$ cat src/rtl/instruction_fetch_unit_pkg.sv
// Shared fetch-stage definitions: entry layout, widths and default queue depth.
package instruction_fetch_unit_pkg;

  localparam int unsigned FETCH_QUEUE_DEPTH = 2;
  localparam int unsigned PC_W              = 32;
  localparam int unsigned INSTR_W           = 32;
  localparam logic [PC_W-1:0] PC_INCREMENT  = 32'd4;

  // One captured fetch: the PC and the instruction word returned for it.
  typedef struct packed {
    logic [PC_W-1:0]    pc;
    logic [INSTR_W-1:0] instr;
  } fetch_entry_t;

  // Instructions are word aligned; any low-bit set is a fetch fault.
  function automatic logic pc_misaligned(input logic [PC_W-1:0] pc);
    return pc[1:0] != 2'b00;
  endfunction

endpackage

$ cat src/rtl/instruction_fetch_unit_if.sv
// Fetch-to-decode handshake bundle: head entry presented with valid/ready.
interface instruction_fetch_unit_if;
  import instruction_fetch_unit_pkg::*;

  logic               out_valid;
  logic               out_ready;
  logic [PC_W-1:0]    out_pc;
  logic [INSTR_W-1:0] out_instruction;

  modport master (output out_valid, output out_pc, output out_instruction, input out_ready);
  modport slave  (input out_valid, input out_pc, input out_instruction, output out_ready);

endinterface

$ cat src/rtl/instruction_fetch_unit_fetch_queue.sv
// Small synchronous FIFO of fetch entries; flush wins over push/pop.
module fetch_queue
  import instruction_fetch_unit_pkg::*;
#(
  parameter  int unsigned DEPTH = FETCH_QUEUE_DEPTH,
  localparam int unsigned AW    = $clog2(DEPTH),
  localparam int unsigned CW    = AW + 1
) (
  input  logic         clk,
  input  logic         reset_n,
  input  logic         flush_i,
  input  logic         push_i,
  input  logic         pop_i,
  input  fetch_entry_t push_data_i,
  output fetch_entry_t head_o,
  output logic [CW-1:0] count_o,
  output logic         full_o
);

  logic [AW-1:0] rd_ptr_q, rd_ptr_d;
  logic [AW-1:0] wr_ptr_q, wr_ptr_d;
  logic [CW-1:0] count_q, count_d;
  logic          push_ok, pop_ok;
  fetch_entry_t  mem_q [DEPTH];

  // Next pointer/count values; pointers wrap naturally at DEPTH.
  always_comb begin
    pop_ok   = pop_i & (count_q != '0);
    push_ok  = push_i & ((count_q != CW'(DEPTH)) | pop_ok);
    rd_ptr_d = rd_ptr_q;
    wr_ptr_d = wr_ptr_q;
    count_d  = count_q;
    if (flush_i) begin
      rd_ptr_d = '0;
      wr_ptr_d = '0;
      count_d  = '0;
    end else begin
      if (push_ok) wr_ptr_d = wr_ptr_q + 1'b1;
      if (pop_ok)  rd_ptr_d = rd_ptr_q + 1'b1;
      count_d = count_q + CW'(push_ok) - CW'(pop_ok);
    end
  end

  // Pointer and occupancy registers.
  always_ff @(posedge clk) begin
    if (!reset_n) begin
      rd_ptr_q <= '0;
      wr_ptr_q <= '0;
      count_q  <= '0;
    end else begin
      rd_ptr_q <= rd_ptr_d;
      wr_ptr_q <= wr_ptr_d;
      count_q  <= count_d;
    end
  end

  // Entry storage; a flushed cycle never writes.
  always_ff @(posedge clk) begin
    if (push_ok && !flush_i) mem_q[wr_ptr_q] <= push_data_i;
  end

  assign head_o  = (count_q == '0) ? '0 : mem_q[rd_ptr_q];
  assign count_o = count_q;
  assign full_o  = (count_q == CW'(DEPTH));

endmodule

$ cat src/rtl/instruction_fetch_unit.sv
// Fetch stage: owns the PC, queues {pc, instruction} pairs, handles redirects/faults.
module instruction_fetch_unit
  import instruction_fetch_unit_pkg::*;
#(
  parameter logic [PC_W-1:0] RESET_PC    = 32'h0000_0000,
  parameter int unsigned     QUEUE_DEPTH = FETCH_QUEUE_DEPTH
) (
  input  logic                 clk,
  input  logic                 reset_n,
  output logic [PC_W-1:0]      imem_pc,
  input  logic [INSTR_W-1:0]   imem_instruction,
  input  logic                 redirect_valid,
  input  logic [PC_W-1:0]      redirect_pc,
  instruction_fetch_unit_if.master out_if,
  output logic                 fetch_fault
);

  localparam int unsigned CW = $clog2(QUEUE_DEPTH) + 1;

  logic [PC_W-1:0] pc_q, pc_d;
  logic            fault_q, fault_d;
  logic            push, pop, full;
  logic [CW-1:0]   count;
  fetch_entry_t    tail_entry, head;

  // Handshake qualification and PC/fault next state; a redirect voids any pop or push.
  always_comb begin
    pop        = out_if.out_valid & out_if.out_ready & ~redirect_valid;
    push       = ~fault_q & ~redirect_valid & (~full | pop);
    tail_entry = '{pc: pc_q, instr: imem_instruction};
    pc_d       = pc_q;
    fault_d    = fault_q;
    if (redirect_valid) begin
      pc_d    = redirect_pc;
      fault_d = pc_misaligned(redirect_pc);
    end else if (push) begin
      pc_d = pc_q + PC_INCREMENT;
    end
  end

  // PC and sticky fault registers.
  always_ff @(posedge clk) begin
    if (!reset_n) begin
      pc_q    <= RESET_PC;
      fault_q <= 1'b0;
    end else begin
      pc_q    <= pc_d;
      fault_q <= fault_d;
    end
  end

  fetch_queue #(.DEPTH(QUEUE_DEPTH)) u_queue (
    .clk         (clk),
    .reset_n     (reset_n),
    .flush_i     (redirect_valid),
    .push_i      (push),
    .pop_i       (pop),
    .push_data_i (tail_entry),
    .head_o      (head),
    .count_o     (count),
    .full_o      (full)
  );

  assign imem_pc                = pc_q;
  assign fetch_fault            = fault_q;
  assign out_if.out_valid       = (count != '0);
  assign out_if.out_pc          = head.pc;
  assign out_if.out_instruction = head.instr;

endmodule

$ cat src/flat_wrapper.sv
// flat-port wrapper written by rule: the top's interface ports become plain ports
module instruction_fetch_unit_flat import instruction_fetch_unit_pkg::*;
#(
  parameter logic [PC_W-1:0] RESET_PC    = 32'h0000_0000,
  parameter int unsigned     QUEUE_DEPTH = FETCH_QUEUE_DEPTH
)
  (clk, reset_n, imem_pc, imem_instruction, redirect_valid, redirect_pc, fetch_fault, out_if_out_valid, out_if_out_pc, out_if_out_instruction, out_if_out_ready);
  instruction_fetch_unit_if out_if_i ();
  input  logic clk;
  input  logic reset_n;
  output logic [PC_W-1:0] imem_pc;
  input  logic [INSTR_W-1:0] imem_instruction;
  input  logic redirect_valid;
  input  logic [PC_W-1:0] redirect_pc;
  output logic fetch_fault;
  output wire logic [$bits(out_if_i.out_valid)-1:0] out_if_out_valid;
  output wire logic [$bits(out_if_i.out_pc)-1:0] out_if_out_pc;
  output wire logic [$bits(out_if_i.out_instruction)-1:0] out_if_out_instruction;
  input wire logic [$bits(out_if_i.out_ready)-1:0] out_if_out_ready;
  assign out_if_out_valid = out_if_i.out_valid;
  assign out_if_out_pc = out_if_i.out_pc;
  assign out_if_out_instruction = out_if_i.out_instruction;
  assign out_if_i.out_ready = out_if_out_ready;
  instruction_fetch_unit #(.RESET_PC(RESET_PC), .QUEUE_DEPTH(QUEUE_DEPTH)) u_core (.clk(clk), .reset_n(reset_n), .imem_pc(imem_pc), .imem_instruction(imem_instruction), .redirect_valid(redirect_valid), .redirect_pc(redirect_pc), .out_if(out_if_i), .fetch_fault(fetch_fault));
endmodule
$ cat config.mk
export PLATFORM = sky130hd
export DESIGN_NAME = instruction_fetch_unit_flat
export DESIGN_NICKNAME = d
export VERILOG_FILES = /design/src/rtl/instruction_fetch_unit_pkg.sv /design/src/rtl/instruction_fetch_unit_if.sv /design/src/rtl/instruction_fetch_unit_fetch_queue.sv /design/src/rtl/instruction_fetch_unit.sv /design/src/flat_wrapper.sv
export SDC_FILE = /design/constraint.sdc
export NUM_CORES = 1
export LEC_CHECK = 0
export CORE_MARGIN = 5
export CORE_UTILIZATION = 52
export CTS_BUF_LIST = sky130_fd_sc_hd__clkbuf_2 sky130_fd_sc_hd__clkbuf_4 sky130_fd_sc_hd__clkbuf_8
export DETAILED_ROUTE_END_ITERATION = 7
export PLACE_DENSITY = 0.9
export SLEW_MARGIN = 20
export SYNTH_ARGS = -nofsm -noshare
export SYNTH_HDL_FRONTEND = slang
export SYNTH_SLANG_ARGS = --single-unit
$ cat constraint.sdc
create_clock -name clk -period 5.1 [get_ports clk]
set_clock_uncertainty 0.1 [all_clocks]
set_input_delay 0.51 -clock clk [delete_from_list [all_inputs] [get_ports clk]]
set_output_delay 0.51 -clock clk [all_outputs]
set_load 0.005 [all_outputs]
**Word-level counts from Yosys, hierarchy flattened**

Memory sizes are Yosys's and may differ from the RTL's. A register that Yosys moved wholly into a read port is not among the register bits.
Cells that the tools add are included.

- Equality and inequality tests: 2
- Reductions and logical operators: 7
- Add/sub/neg operators: 5
- Muxes and demuxes: 7
- Bitwise logic cells: 12

Operators by type and width:

| operator | number |
|---|---|
| $mux W32 | 2 |
| $mux W64 | 1 |
| $add A32 B3 Y32 const B | 1 |
| $and A1 B1 Y1 | 6 |
| $reduce_bool A2 Y1 | 3 |
| $mux W1 | 4 |
| $not A1 Y1 | 4 |
| $add A1 B1 Y1 const B | 2 |
| $add A2 B1 Y2 | 1 |
| $eq A2 B2 Y1 const B | 1 |
| $logic_not A2 Y1 | 1 |
| $ne A2 B2 Y1 const B | 1 |
| $or A1 B1 Y1 | 2 |
| $reduce_or A2 Y1 | 1 |
| $sub A2 B1 Y2 | 1 |
| $logic_and A1 B1 Y1 | 1 |
| $logic_not A1 Y1 | 1 |

- Bits in registers: 37
- Bits in writable memories: 128
- Word-level logic and storage cells: 39
- Memories kept: 1
- Bits of input ports: 68
- Output and inout port bits: 98

Memories:

| name | words | bits a word | rd ports | clocked after Yosys merged registers in | write ports | RTL line | text |
|---|---|---|---|---|---|---|---|
| u_core.u_queue.mem_q | 2 | 64 | 1 | 1 | 1 | instruction_fetch_unit_fetch_queue.sv:24 | `fetch_entry_t mem_q [DEPTH];` |

**Longest topological paths before layout**

Gate-level depths: netlist of run 1.

- Depth after elaboration: 9
- Depth in mapped cells: 10
- Gate-level depth less buffers: 10

**Cells and area by module**

From an unflattened synthesis of run 1, not the netlist that was laid out.

- Cells, all modules: 511
- Area total of the unflattened synthesis: 6831.6 um2

By module, submodules not included:

| module | instances | seq. area each (um2) | area an instance (um2) | cells each |
|---|---|---|---|---|
| fetch_queue | 1 | 3943.8 | 5058.6 | 300 |
| instruction_fetch_unit | 1 | 660.6 | 1773.0 | 211 |

**Worst setup path before layout of run 1**

OpenSTA, ideal clock, no wires.

- Kind: in2reg
- Start point: in out_if_out_ready
- End point: mem u_core.u_queue.mem_q[0][0] (netlist bit) (enable)
- Cell stages on the path: 4
- Path buffers: 0
- Setup slack: 956 ps
- Arrival time: 3557 ps
- Required time: 4514 ps
- Cells stage by stage: nor3b_2 > nor3_2 > inv_2 > nor2_1

- Cells in the longest elaborated chain, start to end: 8

Ends and longest elaborated chain:

| item | RTL line | text |
|---|---|---|
| from (decl) | flat_wrapper.sv:19 | `input wire logic [$bits(out_if_i.out_ready)-1:0] out_if_out_ready;` |
| $and A1 B1 Y1 (*) (2 in a row) | instruction_fetch_unit.sv:28 | `pop = out_if.out_valid & out_if.out_ready & ~redirect_valid;` |
| $or A1 B1 Y1 or $and A1 B1 Y1 (tied branches) | instruction_fetch_unit.sv:29, instruction_fetch_unit_fetch_queue.sv:28 |  |
| $and A1 B1 Y1 or $or A1 B1 Y1 (tied branches) | instruction_fetch_unit.sv:29, instruction_fetch_unit_fetch_queue.sv:29 |  |
| $and A1 B1 Y1 (*) | instruction_fetch_unit_fetch_queue.sv:29 | `push_ok = push_i & ((count_q != CW'(DEPTH)) \| pop_ok);` |
| $logic_and A1 B1 Y1 (*) | instruction_fetch_unit_fetch_queue.sv:59 | `if (push_ok && !flush_i) mem_q[wr_ptr_q] <= push_data_i;` |
| $mux W1 (*) | instruction_fetch_unit_fetch_queue.sv:59 |  |
| $mux W1 (implied by the code) (*) | instruction_fetch_unit_fetch_queue.sv:59 |  |
| to (decl) | instruction_fetch_unit_fetch_queue.sv:24 |  |

Mark *: on every way between the ends. The rest lies on a longest branch, timed or not.

==> run metrics, run 1 <==
final hold violation count 0; Area growth syn-to-layout 32.1%; Overall Global Routing Usage a little over a fifth; Seq. cell area between 0.004 and 0.005 sq mm; final global-route overflow total 0; number of design-rule violations left by the first detailed-router iteration 479; critical register-to-register path startpoint u_core.u_queue.count_o[0]$_SDFF_PP0_; total die area ~0.016 sq mm; Slew Viols, Final 0; total detailed-routing wirelength roughly 17 mm; DRT Pass-1 Iters 5; post-synthesis register bit count 166; area taken by multi-input logic gates ~0.0023 sq mm; register area share after synthesis 65.5%; CTS tree yes; highest achievable clock rate roughly 0.32 GHz; endpoint class of the critical path primary output; starting utilization of the core area roughly 53%; hold wc startpoint u_core.imem_pc[0]$_SDFFE_PN0P_; count of unique library cells instantiated by Yosys 60; Std-Cell Rows 42; relative slew slack about a quarter; clock-pin slew on the worst setup and hold paths approximately 0.080 ns; final routed DRC violation total 0; CTS max path bufs 2; synthesized netlist cell count between 500 and 600; number of antenna violations at the first check in global routing 0; Min Clock Period, post-route 3.10 ns; count of flip-flops with a built-in enable after synthesis between 100 and 150; total power between 0.002 and 0.003 W; clk sink count between 150 and 200; top cell types by occurrence after synthesis edfxtp_1, nor2_1, mux2i_1; Mapped Nets 609; Slew @ Worst Pin approximately 1.1 ns; LEAKAGE 3.03 nW; asr flop ratio synth 0%; level count of the clock H-tree 4; final setup fails 0; wire length of the first global-routing pass ~26 mm; final net count ~770; antenna-violating nets left 0; pin count of the biggest net entering global routing 65; TritonCTS Buffers 17; number of inserted diodes 0; clock insertion delay at the later pin of the skew report approximately 0.44 ns; worst hold path class reg -> reg; routed via count between 5000 and 6000; CTS root buffer clkbuf_8; mean number of vias per cell ~5.8; max capacitance violation total 0; Post-Syn Area per Cell between 10 and 15 sq um; Peak VDD IR 0.215 mV; cell count after placement about 860; buffer count from post-CTS setup fixing 0; GPL Wtd Cong a little under 0.9; fraction of final layout cells with drive strength greater than 1 ~8.2%; unrepaired setup endpoints after global routing false; number of fill cells about 920; worst setup path class reg -> out; Port-buffer cells approximately 170; top-area cell type share of the netlist area between 50% and 60%; synth top area cells edfxtp_1, dfxtp_1, mux2i_1; critical path data required time 4.49 ns; Die Height ~130 um; total standard cell area after synthesis approximately 0.007 sq mm; floorplan core area ~0.013 sq mm; run status completed; total power density per cell area about 310 mW/mm^2; routed len/inst around 19 um; setup total negative slack 0 ns; horizontal extent of the die around 130 um; Top FF cell, synth edfxtp_1; warning count from the yosys run 0; cell type with the highest aggregate area in the netlist edfxtp_1; share of the cycle needed by the critical path after routing around three fifths; count of non-filler cells in the finished layout roughly 890; I/O pins between 150 and 200; number of hold buffers added after CTS 0; data arrival time at the worst-slack endpoint roughly 2.5 ns; placed wire-length estimate after detailed placement around 12 mm; leading cell type by number of instances after synthesis edfxtp_1; CP Max Fanout 64; vias in the first global route roughly 5000; Resized Gates After CTS 0; Worst setup SP type register
-- cells in the final DEF, fill, tap and decap left out, types with 8 or more instances in the layout --
| master | count |
|---|---|
| nor3_1 | 10 |
| nor2_1 | 81 |
| clkbuf_8 | 19 |
| dfxtp_1 | 37 |
| edfxtp_1 | 128 |
| nand4_1 | 10 |
| o311ai_0 | 8 |
| mux2i_1 | 66 |
| nand2_1 | 24 |
| clkdlybuf4s50_1 | 165 |
| or4_1 | 10 |
| a31oi_1 | 14 |
| nand3_1 | 14 |
-- path summary, 6_finish.rpt --
path / depth (start not counted) / endpoint / slack [ns]
worst min register to register: 0 / u_core.u_queue.mem_q[1][32]$_DFFE_PP_ / 0.42
worst min-delay path: 0 / u_core.u_queue.mem_q[1][32]$_DFFE_PP_ / 0.42
worst max-delay path: 3 / out_if_out_instruction[11] / 2.00
worst max register to register: 3 / u_core.u_queue.mem_q[1][7]$_DFFE_PP_ / 2.56
-- power breakdown --
part | switching, W | internal, W
sequential | 0.0000544 | 0.00153
clock | 0.000434 | 0.000589
combinational | 0.000137 | 0.000164
total | 0.000626 | 0.00229
-- worst max-delay path, stage by stage, from the launching register on --
cell             delay, ns
dfxtp_4               1.08
mux2i_1               0.25
nor2_1                0.15
clkdlybuf4s50_1       0.52
-- layer usage --
metal	up-vias	track usage [%]	part of all wire (%)
met2	282	34.2	50
met3	48	5.88	7.7
met1	2424	26.5	40
met4	0	8.39	2.6
li1	2370	-	-
met5	-	0	0
-- logic make-up after synthesis --
group | count (synthesis) | synth area share [%]
xor gates and xnor gates | 9 | 1.12
muxes | 66 | 9.40
adders and majority gates | 3 | 0.534
buffers and inverters | 38 | 2.53
AOI/OAI and AO/OA | 66 | 6.84
and+or+nand+nor | 190 | 14.0
DFF | 166 | 65.5
-- cell type report --
type | instances | share of cell area (%)
sequential | 166 | 49.6
tap | 176 | 2.37
inverter | 8 | 0.377
clock inverter | 8 | 1.62
clock buffer | 24 | 3.22
multi-input combinational | 334 | 24.3
timing repair buffer | 171 | 18.4
-- flip-flops by register name (all words and copies together), names as in the netlist, named ones only --
| register | flops |
|---|---|
| u_core.fetch_fault | 1 |
| u_core.u_queue.rd_ptr_q | 1 |
| u_core.imem_pc | 32 |
| u_core.u_queue.mem_q | 128 |
| u_core.u_queue.count_o | 2 |
| u_core.u_queue.wr_ptr_q | 1 |
-- through the flow --
| step | setup WS (ns) | instance area [sq um] | util, % | hold WS, ns |
|---|---|---|---|---|
| after floorplan | 0.956 | 7030 | - | 0.370 |
| after global placement | 1.77 | 8830 | 66.7 | 0.391 |
| after detailed placement | 1.63 | 8830 | 66.7 | 0.387 |
| after CTS | 1.98 | 9280 | 70.1 | 0.404 |
| after global routing | 1.85 | 9280 | 70.1 | 0.419 |
| final | 2.00 | 9280 | 70.1 | 0.416 |
Power figures use the tool's default switching activity.
==> inputs of run 2 (changes only) <==
--- a/config.mk
+++ b/config.mk
@@ -6,10 +6,10 @@
 export NUM_CORES = 1
 export LEC_CHECK = 0
 export CORE_MARGIN = 5
-export CORE_UTILIZATION = 52
+export CORE_UTILIZATION = 47
 export CTS_BUF_LIST = sky130_fd_sc_hd__clkbuf_2 sky130_fd_sc_hd__clkbuf_4 sky130_fd_sc_hd__clkbuf_8
 export DETAILED_ROUTE_END_ITERATION = 7
-export PLACE_DENSITY = 0.9
+export PLACE_DENSITY = 0.86
 export SLEW_MARGIN = 20
 export SYNTH_ARGS = -nofsm -noshare
 export SYNTH_HDL_FRONTEND = slang
==> constraint.sdc (replaced) <==
create_clock -name clk -period 2.7 [get_ports clk]
set_clock_uncertainty 0.1 [all_clocks]
set_input_delay 0.27 -clock clk [delete_from_list [all_inputs] [get_ports clk]]
set_output_delay 0.27 -clock clk [all_outputs]
set_load 0.005 [all_outputs]
==> run 2 against run 1 <==
Effect of this change:
- combinational power is 96% higher
- hold slack worse by 0.11 ns
- core utilization is 6.1 points lower
- largest power group unchanged
==> run metrics, run 2 (synthesis results as in run 1) <==
top register by number of flip-flops u_core.u_queue.mem_q; starting utilization of the core area 48.2% (-4.9 points); area taken by multi-input logic gates 0.00226 sq mm (unchanged); Port-buffer cells 165 (unchanged); TritonCTS Buffers 17 (unchanged); mean number of vias per cell 5.66 (-2.0%); level count of the clock H-tree 4 (unchanged); endpoint class of the critical path primary output; Die Height 132 um (+4.8%); Min Clock Period, post-route between 2 and 3 ns; number of inserted diodes 0 (unchanged); Std-Cell Rows 44 (+4.8%); top library cells by usage in the layout, fill and taps aside clkdlybuf4s50_1, edfxtp_1, nor2_1; max capacitance violation total 0 (unchanged); Slew @ Worst Pin 0.672 ns (-0.440 ns); number of antenna violations at the first check in global routing 0 (unchanged); worst setup path class reg -> out; share of the core filled with cells 64.0% (-6.1 points); CTS tree yes; vias in the first global route 5152 (+3.1%); total die area 0.0175 sq mm (+9.8%); number of hold buffers added after CTS 0 (unchanged); depth of the most critical reg-to-reg path 4 (+1); worst hold path class in -> reg; CTS root buffer clkbuf_8; Clk pwr share 32.0% (-3.1 points); critical path data required time 2.33 ns (-2.16 ns); Seq. cell area 0.00461 sq mm (unchanged); number of fill cells 1117 (+21%); clock insertion delay at the later pin of the skew report 0.44 ns (about the same); highest achievable clock rate roughly 0.4 GHz; GPL Wtd Cong 0.903 (+0.98%); total power density per cell area 563 mW/mm^2 (+80%); routed via count 5142 (+0.35%); total detailed-routing wirelength 17.5 mm (+3.5%); CTS max path bufs 2 (unchanged); P_sw 0.00120 W (+91%); placed wire-length estimate after detailed placement 12.4 mm (+5.3%); antenna-violating nets left 0 (unchanged); final setup fails 0 (unchanged); DRT Pass-1 Iters 5 (unchanged); final net count 782 (+1.7%); relative slew slack 55.2% (+29 points); clock-pin slew on the worst setup and hold paths 0.08 ns (about the same); I/O pins 166 (unchanged); data arrival time at the worst-slack endpoint 2.13 ns (-0.36 ns); fraction of final layout cells with drive strength greater than 1 9.25% (+1.1 points); Comb pwr share 11.2% (+0.9 points); max reg flops 128 (unchanged); buffer count from post-CTS setup fixing 0 (unchanged); leading cell type in the layout, fill and taps excluded clkdlybuf4s50_1; Area growth syn-to-layout 32.9%; Switching Fraction 22.7% (+1.3 points); floorplan core area 0.0146 sq mm (+10%); final hold violation count 0 (unchanged); Worst setup SP type register; final global-route overflow total 0 (unchanged); run status completed; Overall Global Routing Usage 19.9% (-1.0 points); CP Max Fanout 17 (-73%); horizontal extent of the die 132 um (+4.8%); final routed DRC violation total 0 (unchanged); share of the cycle needed by the critical path after routing between 90% and 100%; internal power of the cells 0.00406 W (+78%); setup total negative slack 0 ns (unchanged); pin count of the biggest net entering global routing 65 (unchanged); unrepaired setup endpoints after global routing false; routed len/inst 19.3 um (+1.1%); number of design-rule violations left by the first detailed-router iteration 389 (-19%); Slew Viols, Final 0 (unchanged); Peak VDD IR 0.252 mV (+17%); LEAKAGE 3.06 nW (+1.0%); wire length of the first global-routing pass 27.7 mm (+5.5%); clk sink count 166 (unchanged); Resized Gates After CTS 0 (unchanged); cell depth of the worst min-delay path 1 (+1); proportion of power drawn by flip-flops and latches 56.8% (+2.3 points)
run 2: final timing paths:
| check | from | to | slack (ns) |
|---|---|---|---|
| max | register | out_if_out_pc[20] | 0.20 |
| min | imem_instruction[31] | u_core.u_queue.mem_q[1][31]$_DFFE_PP_ | 0.31 |
| max reg2reg | u_core.imem_pc[10]$_SDFFE_PN0P_ | u_core.imem_pc[25]$_SDFFE_PN0P_ | 0.47 |
| min reg2reg | u_core.imem_pc[0]$_SDFFE_PN0P_ | u_core.u_queue.mem_q[0][32]$_DFFE_PP_ | 0.39 |
run 2: power groups by stage:
stage	logic, W	clock network (W)	registers, W
floorplan	0.000239	0	0.00302
global placement	0.000579	0	0.00304
detailed placement	0.000595	0	0.00305
CTS	0.000598	0.00173	0.00299
global route	0.000639	0.00183	0.00301
finish	0.000591	0.00168	0.00299
run 2: worst max-delay path, cell delays in order (launching register included):
cell	delay (ns)
dfxtp_4	0.59
buf_4	0.29
mux2i_1	0.23
nor2_1	0.07
clkdlybuf4s50_1	0.50
run 2: per-stage QoR:
step / total power, W / hold slack, ns / std cells / worst slack (ns) / area (sq um)
6_report: 0.00526 / 0.306 / 908 / 0.196 / 9340
5_1_grt: 0.00547 / 0.274 / 908 / 0.0818 / 9340
4_1_cts: 0.00531 / 0.274 / 908 / 0.160 / 9340
3_5_place_dp: 0.00364 / 0.372 / 876 / 0.203 / 8960
3_3_place_gp: 0.00362 / 0.382 / 876 / 0.287 / 8960
2_1_floorplan: 0.00326 / 0.269 / 538 / 0.421 / 7030
run 2: final cells by class:
cell class	count	share of cell area, %
Clock buffer	21	2.83
Clock inverter	11	1.17
Timing Repair Buffer	184	19.6
Tap cell	184	2.47
Sequential cell	166	49.4
Inverter	8	0.375
Multi-Input combinational cell	334	24.2
run 2: layer usage:
layer  GRT usage, %  vias up  share of wire, %
li1               -     2399                 -
met1           25.2     2474                42
met2           32.5      224                48
met3           5.04       45               6.4
met4           8.60        0               3.1
met5              0        -                 0
==> inputs of run 3 (changes only) <==
--- a/config.mk
+++ b/config.mk
@@ -9,7 +9,8 @@
 export CORE_UTILIZATION = 47
 export CTS_BUF_LIST = sky130_fd_sc_hd__clkbuf_2 sky130_fd_sc_hd__clkbuf_4 sky130_fd_sc_hd__clkbuf_8
 export DETAILED_ROUTE_END_ITERATION = 7
-export PLACE_DENSITY = 0.86
+export PLACE_DENSITY = 0.79
+export SETUP_SLACK_MARGIN = 0.5
 export SLEW_MARGIN = 20
 export SYNTH_ARGS = -nofsm -noshare
 export SYNTH_HDL_FRONTEND = slang
==> run 3 against run 2 <==
Effect of this change:
- core utilization is 4.0 points higher
- setup slack better by 0.22 ns
- clock-buffer cell count is 2 lower
- critical path type unchanged
- largest cell class unchanged
- largest power group unchanged
- global-route usage is 0.63 points higher
- sequential share of layout area is 2.8 points lower
- register-to-register slack better by 0.14 ns
- clock power is 7% higher
- sequential power hardly changed
- power is 3.5% higher
- sequential cell count stayed put
- die area stayed put
==> run metrics, run 3 (synthesis results as in run 1) <==
endpoint class of the critical path primary output; worst setup path class reg -> out; CP Max Fanout 4 (-13); number of fill cells 1034 (-7.4%); antenna-violating nets left 0 (unchanged); Overall Global Routing Usage 20.5% (+0.63 points); top library cells by usage in the layout, fill and taps aside edfxtp_1, clkdlybuf4s50_1, nor2_1; number of inserted diodes 0 (unchanged); clk sink count 166 (unchanged); level count of the clock H-tree 4 (unchanged); top register by number of flip-flops u_core.u_queue.mem_q; routed via count 5319 (+3.4%); clock-pin slew on the worst setup and hold paths 0.08 ns (about the same); max capacitance violation total 0 (unchanged); critical path data required time 2.33 ns (about the same); worst hold path class in -> reg; vias in the first global route 5208 (+1.1%); post-route cell area 0.00992 sq mm (+6.3%); final setup fails 0 (unchanged); final routed DRC violation total 0 (unchanged); horizontal extent of the die 132 um (unchanged); final net count 806 (+3.1%); floorplan core area 0.0146 sq mm (unchanged); routed len/inst 20.6 um (+6.7%); starting utilization of the core area 48.2% (unchanged); run status completed; total power density per cell area 549 mW/mm^2 (-2.6%); LEAKAGE 4.10 nW (+34%); Die Height 132 um (unchanged); max reg flops 128 (unchanged); pin count of the biggest net entering global routing 48 (-26%); data arrival time at the worst-slack endpoint 1.91 ns (-0.22 ns); Slew Viols, Final 0 (unchanged); total die area 0.0175 sq mm (unchanged); placed wire-length estimate after detailed placement 12.3 mm (-1.3%); Slew @ Worst Pin 0.547 ns (-0.124 ns); GPL Wtd Cong 0.983 (+8.8%); clock insertion delay at the later pin of the skew report 0.45 ns (about the same); Port-buffer cells 165 (unchanged); share of the cycle needed by the critical path after routing 84.5% (-8.3 points); Std-Cell Rows 44 (unchanged); Worst setup SP type register; CTS root buffer clkbuf_8; CTS max path bufs 2 (unchanged); highest achievable clock rate 0.438 GHz (+9.8%); Min Clock Period, post-route 2.28 ns (-0.223 ns); I/O pins 166 (unchanged); leading cell type in the layout, fill and taps excluded edfxtp_1; Area growth syn-to-layout 41.2%; wire length of the first global-routing pass 28.5 mm (+2.7%); relative slew slack 63.5% (+8.2 points); CTS tree yes; unrepaired setup endpoints after global routing true; setup total negative slack 0 ns (unchanged); Placed Instance Area 0.00903 sq mm (+0.73%); hold wc startpoint redirect_pc[5]; final global-route overflow total 0 (unchanged); number of antenna violations at the first check in global routing 0 (unchanged); number of hold buffers added after CTS 0 (unchanged); DRT Pass-1 Iters 7 (+2); final hold violation count 0 (unchanged); number of design-rule violations left by the first detailed-router iteration 405 (+4.1%); total detailed-routing wirelength 19.2 mm (+9.5%); TritonCTS Buffers 17 (unchanged); mean number of vias per cell 5.71 (+0.78%); Peak VDD IR 0.298 mV (+18%); fraction of final layout cells with drive strength greater than 1 14.2% (+4.9 points); critical register-to-register path startpoint u_core.imem_pc[19]$_SDFFE_PN0P_
==> run 3: cell types whose count changed in the layout (fill, tap and decap cells not counted), sizes merged <==
cell	delta
clkdlybuf4s50	-47
dlymetal6s2s	+45
buf	+19
clkinv	-4
inv	+4
clkbuf	+3
clkinvlp	+2
dlygate4sd2	+2
==> run 3: path summary, 6_finish.rpt <==
check | end | depth (start not counted) | slack [ns]
setup reg to reg | u_core.imem_pc[25]$_SDFFE_PN0P_ | 4 | 0.61
hold reg to reg | u_core.u_queue.mem_q[0][32]$_DFFE_PP_ | 0 | 0.42
hold / removal | u_core.imem_pc[5]$_SDFFE_PN0P_ | 3 | 0.30
setup / recovery | out_if_out_pc[20] | 5 | 0.42
==> run 3: metrics by stage <==
step                      utilization, %  hold WS, ns  cells  worst slack (ns)  total power [W]
final                               68.0        0.297    932             0.419          0.00545
after global routing                68.0        0.274    932             0.333          0.00566
after CTS                           65.7        0.274    920             0.386          0.00544
after detailed placement            61.9        0.394    878             0.206          0.00365
after global placement              61.9        0.385    878             0.255          0.00363
after floorplan                        -        0.269    538             0.437          0.00326
==> run 3: metal layers <==
layer  global-route usage (%)  wire length [um]
met4                     6.67               496
met5                        0                 0
met3                     6.37              1480
met2                     32.8              9180
met1                     26.9              8040
==> run 3: final cells by class <==
class                      count  area (sq um)  area share [%]
sequential                   166          4620            46.6
timing repair buffer         208          2330            23.5
multi-input combinational    334          2300            23.2
clock buffer                  19           255            2.57
tap                          184           230            2.32
clock inverter                13           148            1.49
inverter                       8          37.5           0.378
==> run 3: timing repair <==
item | in CTS | in global routing
resized for setup | 10 | 56
setup endpoints to repair | 65 | 69
buffers inserted | 8 | 7
cloned | 2 | 5
pin swaps | 1 | 3
endpoints found under the hold margin | 0 | 0
==> run 3: report_power, final <==
| group | leakage [nW] | switching (W) | total (W) | internal [W] |
|---|---|---|---|---|
| clock network | 0.193 | 0.000919 | 0.00179 | 0.000868 |
| logic | 2.38 | 0.000304 | 0.000672 | 0.000368 |
| registers | 1.52 | 0.0000926 | 0.00299 | 0.00289 |
==> run 3: worst max-delay path: stages, from the launching register on <==
cell             delay [ns]
dfxtp_4                0.38
buf_12                 0.14
buf_4                  0.16
mux2i_2                0.15
nor2_1                 0.12
clkdlybuf4s50_1        0.52
